$ cat config.mk
export PLATFORM = sky130hd
export DESIGN_NAME = diff_io_top
export DESIGN_NICKNAME = d
export VERILOG_FILES = /design/src/rtl/diff_io_pkg.sv /design/src/rtl/diff_ibuf.sv /design/src/rtl/diff_io_top.sv
export SDC_FILE = /design/constraint.sdc
export NUM_CORES = 1
export LEC_CHECK = 0
export CORE_AREA = 2 2 39 41
export CTS_CLUSTER_DIAMETER = 100
export DETAILED_ROUTE_END_ITERATION = 8
export DIE_AREA = 0 0 41 43
export GPL_TIMING_DRIVEN = 0
export HOLD_SLACK_MARGIN = 0.02
export PLACE_DENSITY = 0.7
export SLEW_MARGIN = 5
export SYNTH_ARGS = -nofsm -noshare
export SYNTH_HDL_FRONTEND = slang
export SYNTH_HIERARCHICAL = 1
export SYNTH_SLANG_ARGS = --single-unit
$ cat constraint.sdc
create_clock -name clk -period 4.5 [get_ports clk]
set_clock_uncertainty 0.2 [all_clocks]
set_input_delay 1.125 -clock clk [delete_from_list [all_inputs] [get_ports clk]]
set_output_delay 1.125 -clock clk [all_outputs]
set_load 0.02 [all_outputs]
$ cat src/rtl/diff_io_pkg.sv
// rtl/diff_io_pkg.sv - shared defaults and pair-state type for the differential input block
package diff_io_pkg;

  localparam int   CNT_W_DEFAULT         = 8;
  localparam logic DEFAULT_LEVEL_DEFAULT = 1'b0;

  typedef enum logic {
    PAIR_VALID   = 1'b0,
    PAIR_INVALID = 1'b1
  } pair_state_e;

  function automatic pair_state_e pair_state(input logic p, input logic n);
    return (p != n) ? PAIR_VALID : PAIR_INVALID;
  endfunction

endpackage

$ cat src/rtl/diff_ibuf.sv
// rtl/diff_ibuf.sv - combinational differential decode; swap point for a vendor IBUFDS
module diff_ibuf
  import diff_io_pkg::*;
(
  input  logic p,
  input  logic n,
  input  logic hold,
  output logic o,
  output logic valid
);

  always_comb begin
    valid = (pair_state(p, n) == PAIR_VALID);
    o     = valid ? p : hold;
  end

endmodule

$ cat src/rtl/diff_io_top.sv
// rtl/diff_io_top.sv - differential pad decode with level hold, error flag and counters
// Optional error counter enabled by DIFF_IO_ERR_CNT_EN; otherwise err_cnt is tied to 0.
module diff_io_top
  import diff_io_pkg::*;
#(
  parameter int   CNT_W         = CNT_W_DEFAULT,
  parameter logic DEFAULT_LEVEL = DEFAULT_LEVEL_DEFAULT
) (
  input  logic             clk,
  input  logic             rst_n,
  input  logic             diff_i_p,
  input  logic             diff_i_n,
  output logic             led,
  output logic             pair_err,
  output logic [CNT_W-1:0] err_cnt,
  output logic [CNT_W-1:0] rise_cnt
);

  logic             pair_valid;
  logic             hold_q, hold_d;
  logic             pair_err_q, pair_err_d;
  logic [CNT_W-1:0] rise_cnt_q, rise_cnt_d;
  logic             rise_inc;

  diff_ibuf u_ibuf (
    .p     (diff_i_p),
    .n     (diff_i_n),
    .hold  (hold_q),
    .o     (led),
    .valid (pair_valid)
  );

  always_comb begin
    hold_d     = hold_q;
    pair_err_d = !pair_valid;
    rise_inc   = pair_valid && diff_i_p && !hold_q;
    rise_cnt_d = rise_cnt_q + {{(CNT_W-1){1'b0}}, rise_inc};
    if (pair_valid) begin
      hold_d = diff_i_p;
    end
  end

  always_ff @(posedge clk) begin
    if (!rst_n) begin
      hold_q     <= DEFAULT_LEVEL;
      pair_err_q <= 1'b0;
      rise_cnt_q <= '0;
    end else begin
      hold_q     <= hold_d;
      pair_err_q <= pair_err_d;
      rise_cnt_q <= rise_cnt_d;
    end
  end

`ifdef DIFF_IO_ERR_CNT_EN
  logic [CNT_W-1:0] err_cnt_q, err_cnt_d;

  // Saturate rather than wrap so a long fault never reads as a small count.
  always_comb begin
    err_cnt_d = err_cnt_q;
    if (!pair_valid && (err_cnt_q != {CNT_W{1'b1}})) begin
      err_cnt_d = err_cnt_q + {{(CNT_W-1){1'b0}}, 1'b1};
    end
  end

  always_ff @(posedge clk) begin
    if (!rst_n) begin
      err_cnt_q <= '0;
    end else begin
      err_cnt_q <= err_cnt_d;
    end
  end

  assign err_cnt = err_cnt_q;
`else
  assign err_cnt = '0;
`endif

  assign pair_err = pair_err_q;
  assign rise_cnt = rise_cnt_q;

endmodule

* Yosys cells after proc, flatten, opt, wreduce, memory -nomap -nowiden
Cells that the tools add are included.
** Operators by class
- Add/sub/neg operators :: 1
- Eq/ne operators :: 1
- Mux-type cells :: 1
- Reductions and logical operators :: 4
** Operators with widths (count)
- $add A8 B1 Y8 :: 1
- $logic_and A1 B1 Y1 :: 2
- $logic_not A1 Y1 :: 2
- $mux W1 :: 1
- $ne A1 B1 Y1 :: 1
** Word-level totals
- Input bits :: 4
- Output and inout port bits :: 18
- Register bits after elaboration :: 10
- Logic and storage cells :: 10

* Logic depth before layout (Yosys ltp)
- Depth in word-level cells :: 4
- Gate-level depth with buffers :: 8
- Depth with buffers taken out :: 8

* Cells and area by module
The synthesis kept the hierarchy.
** By module, submodules not included
- diff_io_top :: area each 471.7 um^2, sequential area each 200.2 um^2, instances 1, cells each 51
- diff_ibuf :: area each 21.3 um^2, sequential area each 0.0 um^2, instances 1, cells each 4

* Least setup slack after synthesis
No wires, ideal clock.
- Kind :: input -> output
- Start point :: input diff_i_p
- End point :: output led
- Path slack :: 1.698 ns
- Stages on the path :: 2
- Arrival :: 1.477 ns
- Required time :: 3.175 ns
- Buffers on the path :: 0
- Cell sequence :: nor2_1 -> o21ai_1
** On the way
- Word-level cells in the longest chain between the ends :: 2
** Ends and longest elaborated chain
- start, declared :: RTL line diff_io_top.sv:11 : input logic diff_i_p,
- $ne A1 B1 Y1 :: RTL line diff_io_pkg.sv:13 : return (p != n) ? PAIR_VALID : PAIR_INVALID;
- $mux W1 * :: RTL line diff_ibuf.sv:14 : o = valid ? p : hold;
- end, declared :: RTL line diff_io_top.sv:13 : output logic led,
Mark *: on every way between the ends. The rest lies on a longest branch, timed or not.

* Worst setup path after layout
Ends and elaborated chain as after synthesis.

==> impl_metrics.json <==
{
  "status": "completed",
  "grt_setup_unrepaired": "false",
  "required_ps": 3170,
  "cellLeakagePower_uw": 0.000303,
  "gp_congestion": 0.679,
  "synth_seq_cells": 10,
  "path_clk_slew_ps": 60,
  "grt_pass1_vias": 352,
  "dieArea_sq_um": 1760,
  "path_common_cell": "clkdlybuf4s50_1",
  "hold_violations": 0,
  "grt_start_max_net_pins": 11,
  "synthCells": 55,
  "slowest_stage": "clkdlybuf4s50_1",
  "io_buffers": 13,
  "yosysSeqAreaShare_pct": 40.6,
  "max_stage_delay_ps": 600,
  "setup_viol_count_final": 0,
  "worstPathCellList": "clkdlybuf4s50_1 > nor2_1 > o21ai_1 > clkdlybuf4s50_1",
  "post_cts_resized": 0,
  "syn-mean-instance-area_sq_um": 8.96,
  "numCtsBuffers": 3,
  "drive_gt1_share_pct": 16.5,
  "layout_commonest_cell": "clkdlybuf4s50_1",
  "peakVddDrop_v": 0.000157,
  "ctsHtreeMaxLevel": 1,
  "cts_tree": "built",
  "yosys_warnings": 6,
  "syn_area_sq_um": 493,
  "grt_overflow_total": 0,
  "pwr-share-seq_pct": 45.7,
  "crit_family": "buffers and inverters",
  "hpwl_um": 617,
  "p_clk_share_pct": 38.6,
  "worst-path-max-fanout": 4,
  "dp.cells": 91,
  "vias": 396,
  "first_iter_violations": 2,
  "min_period_ps": 3750,
  "worst-setup-path-type": "input pin to output port",
  "finalSetupTns_ps": 0,
  "final_antenna_net_count": 0,
  "drt-pass1-iter-count": 3,
  "min_period_over_period_pct": 83.4,
  "wl_um": 805,
  "drc": 0,
  "pwr-share-comb_pct": 15.7,
  "slew_viol_final": 0,
  "grtUsageTotal_pct": 12.2,
  "diodes": 0,
  "path_buf_inv": 2,
  "post-place-ws_ps": 742,
  "hold_class": "flop to flop",
  "post_drt_wl_per_cell_um": 8.47,
  "fmax_mhz": 266,
  "die_x_um": 41,
  "worstSetupStartpointType": "input pin",
  "p_sw_uw": 47.8,
  "yosysUniqueCellTypes": 22,
  "fin_nets": 86,
  "cts-root-buf": "clkbuf_4",
  "area_growth_pct": 43.1,
  "clock-sinks": 10,
  "power.density_nw_per_um2": 289,
  "viasPerCell": 4.17,
  "finalNonFillerCells": 95,
  "dieHeight_um": 43,
  "finalPower_uw": 204,
  "p_sw_share_pct": 23.5,
  "antenna_found_initial": 0,
  "io-pin-count": 22,
  "grt_pass1_wl_um": 1380,
  "setup_slack_ps": 746,
  "cts_setup_buffers": 0,
  "arrival_ps": 2430,
  "start_util_pct": 35.6,
  "clockBufferDepth": 2,
  "coreArea_sq_um": 1380,
  "p_int_uw": 156,
  "clk_latency_ps": 260,
  "drv_cap": 0,
  "num_rows": 14,
  "cts_hold_buf": 0,
  "final_cell_mix": "clkdlybuf4s50_1 (13), dfxtp_1 (10), buf_4 (8), conb_1 (8)",
  "cp-end-kind": "output port",
  "fillers": 142
}
[area by class of cell]
| type | count | area, sq um | area share (%) |
|---|---|---|---|
| multi-input combinational | 42 | 251 | 35.6 |
| buffer | 9 | 63.8 | 9.04 |
| tap | 16 | 20.0 | 2.84 |
| clock buffer | 4 | 36.3 | 5.14 |
| sequential | 10 | 200 | 28.4 |
| timing repair buffer | 13 | 130 | 18.4 |
| inverter | 1 | 3.75 | 0.532 |
[per-stage QoR]
stage,hold WS (ps),util (%),area (sq um)
detailed placement,268,48.4,669
global placement,257,48.4,669
CTS,277,51.0,706
floorplan,283,-,519
global route,321,51.0,706
finish,268,51.0,706
[power groups by stage]
stage          Combinational (uW)  Clock (uW)  Sequential (uW)
2_1_floorplan                18.9           0             97.6
3_3_place_gp                 31.5           0             95.0
3_5_place_dp                 31.9           0             95.0
4_1_cts                      32.3        81.0             93.1
5_1_grt                      35.6        85.4             93.3
6_report                     32.1        78.6             93.1
[worst paths after layout]
kind | depth (start not counted) | slack [ps] | startpoint | end
worst max-delay path | 4 | 750 | diff_i_p | led
worst min-delay path | 2 | 270 | rise_cnt[7]$_SDFF_PN0_ | rise_cnt[7]$_SDFF_PN0_
worst max register to register | 6 | 2810 | hold_q$_SDFFE_PN0P_ | rise_cnt[6]$_SDFF_PN0_
worst min register to register | 2 | 270 | rise_cnt[7]$_SDFF_PN0_ | rise_cnt[7]$_SDFF_PN0_
[kinds of logic after synthesis]
family,count (synthesis),synth area share (%)
buffers and inverters,10,13.7
AND/OR/NAND/NOR,21,23.1
other,1,0.761
flip-flops,10,40.6
XOR/XNOR,4,7.11
adder cells (fa/ha/maj),2,5.08
multiplexers,1,2.03
AO/OA/AOI/OAI,6,7.61
[worst reg2reg max path, delay by kind of cell (launching register included)]
family	cells	cell delay, ps
simple gates	3	540
fa+ha+maj	2	400
flops	1	340
compound gates	1	150
[cells in the mapped netlist (all sizes together)]
master	count	share of area, %
nor2	2	1.5
nand2b	2	2.5
nand2	5	3.8
o21ai	3	3.0
nor3	1	1.0
inv	1	0.76
dfxtp	10	41
buf	8	12
xor2	2	3.6
mux2i	1	2.0
xnor2	2	3.6
a21boi	3	4.6
ha	2	5.1
and2	5	6.3
clkbuf	1	0.76
or3	2	2.5
nor2b	1	1.3
conb	1	0.76
nand3	3	4.1
[registers in the layout, summed over array words and instances (netlist names)]
signal	cells
rise_cnt	8
hold_q	1
pair_err	1
[per-layer routing]
metal,GRT usage (%),part of all wire (%),vias up
li1,-,-,213
met1,13.1,43,167
met2,18.8,49,16
met3,4.71,8.2,0
met4,8.00,0,0
met5,0,0,-
Power figures use the tool's default switching activity.
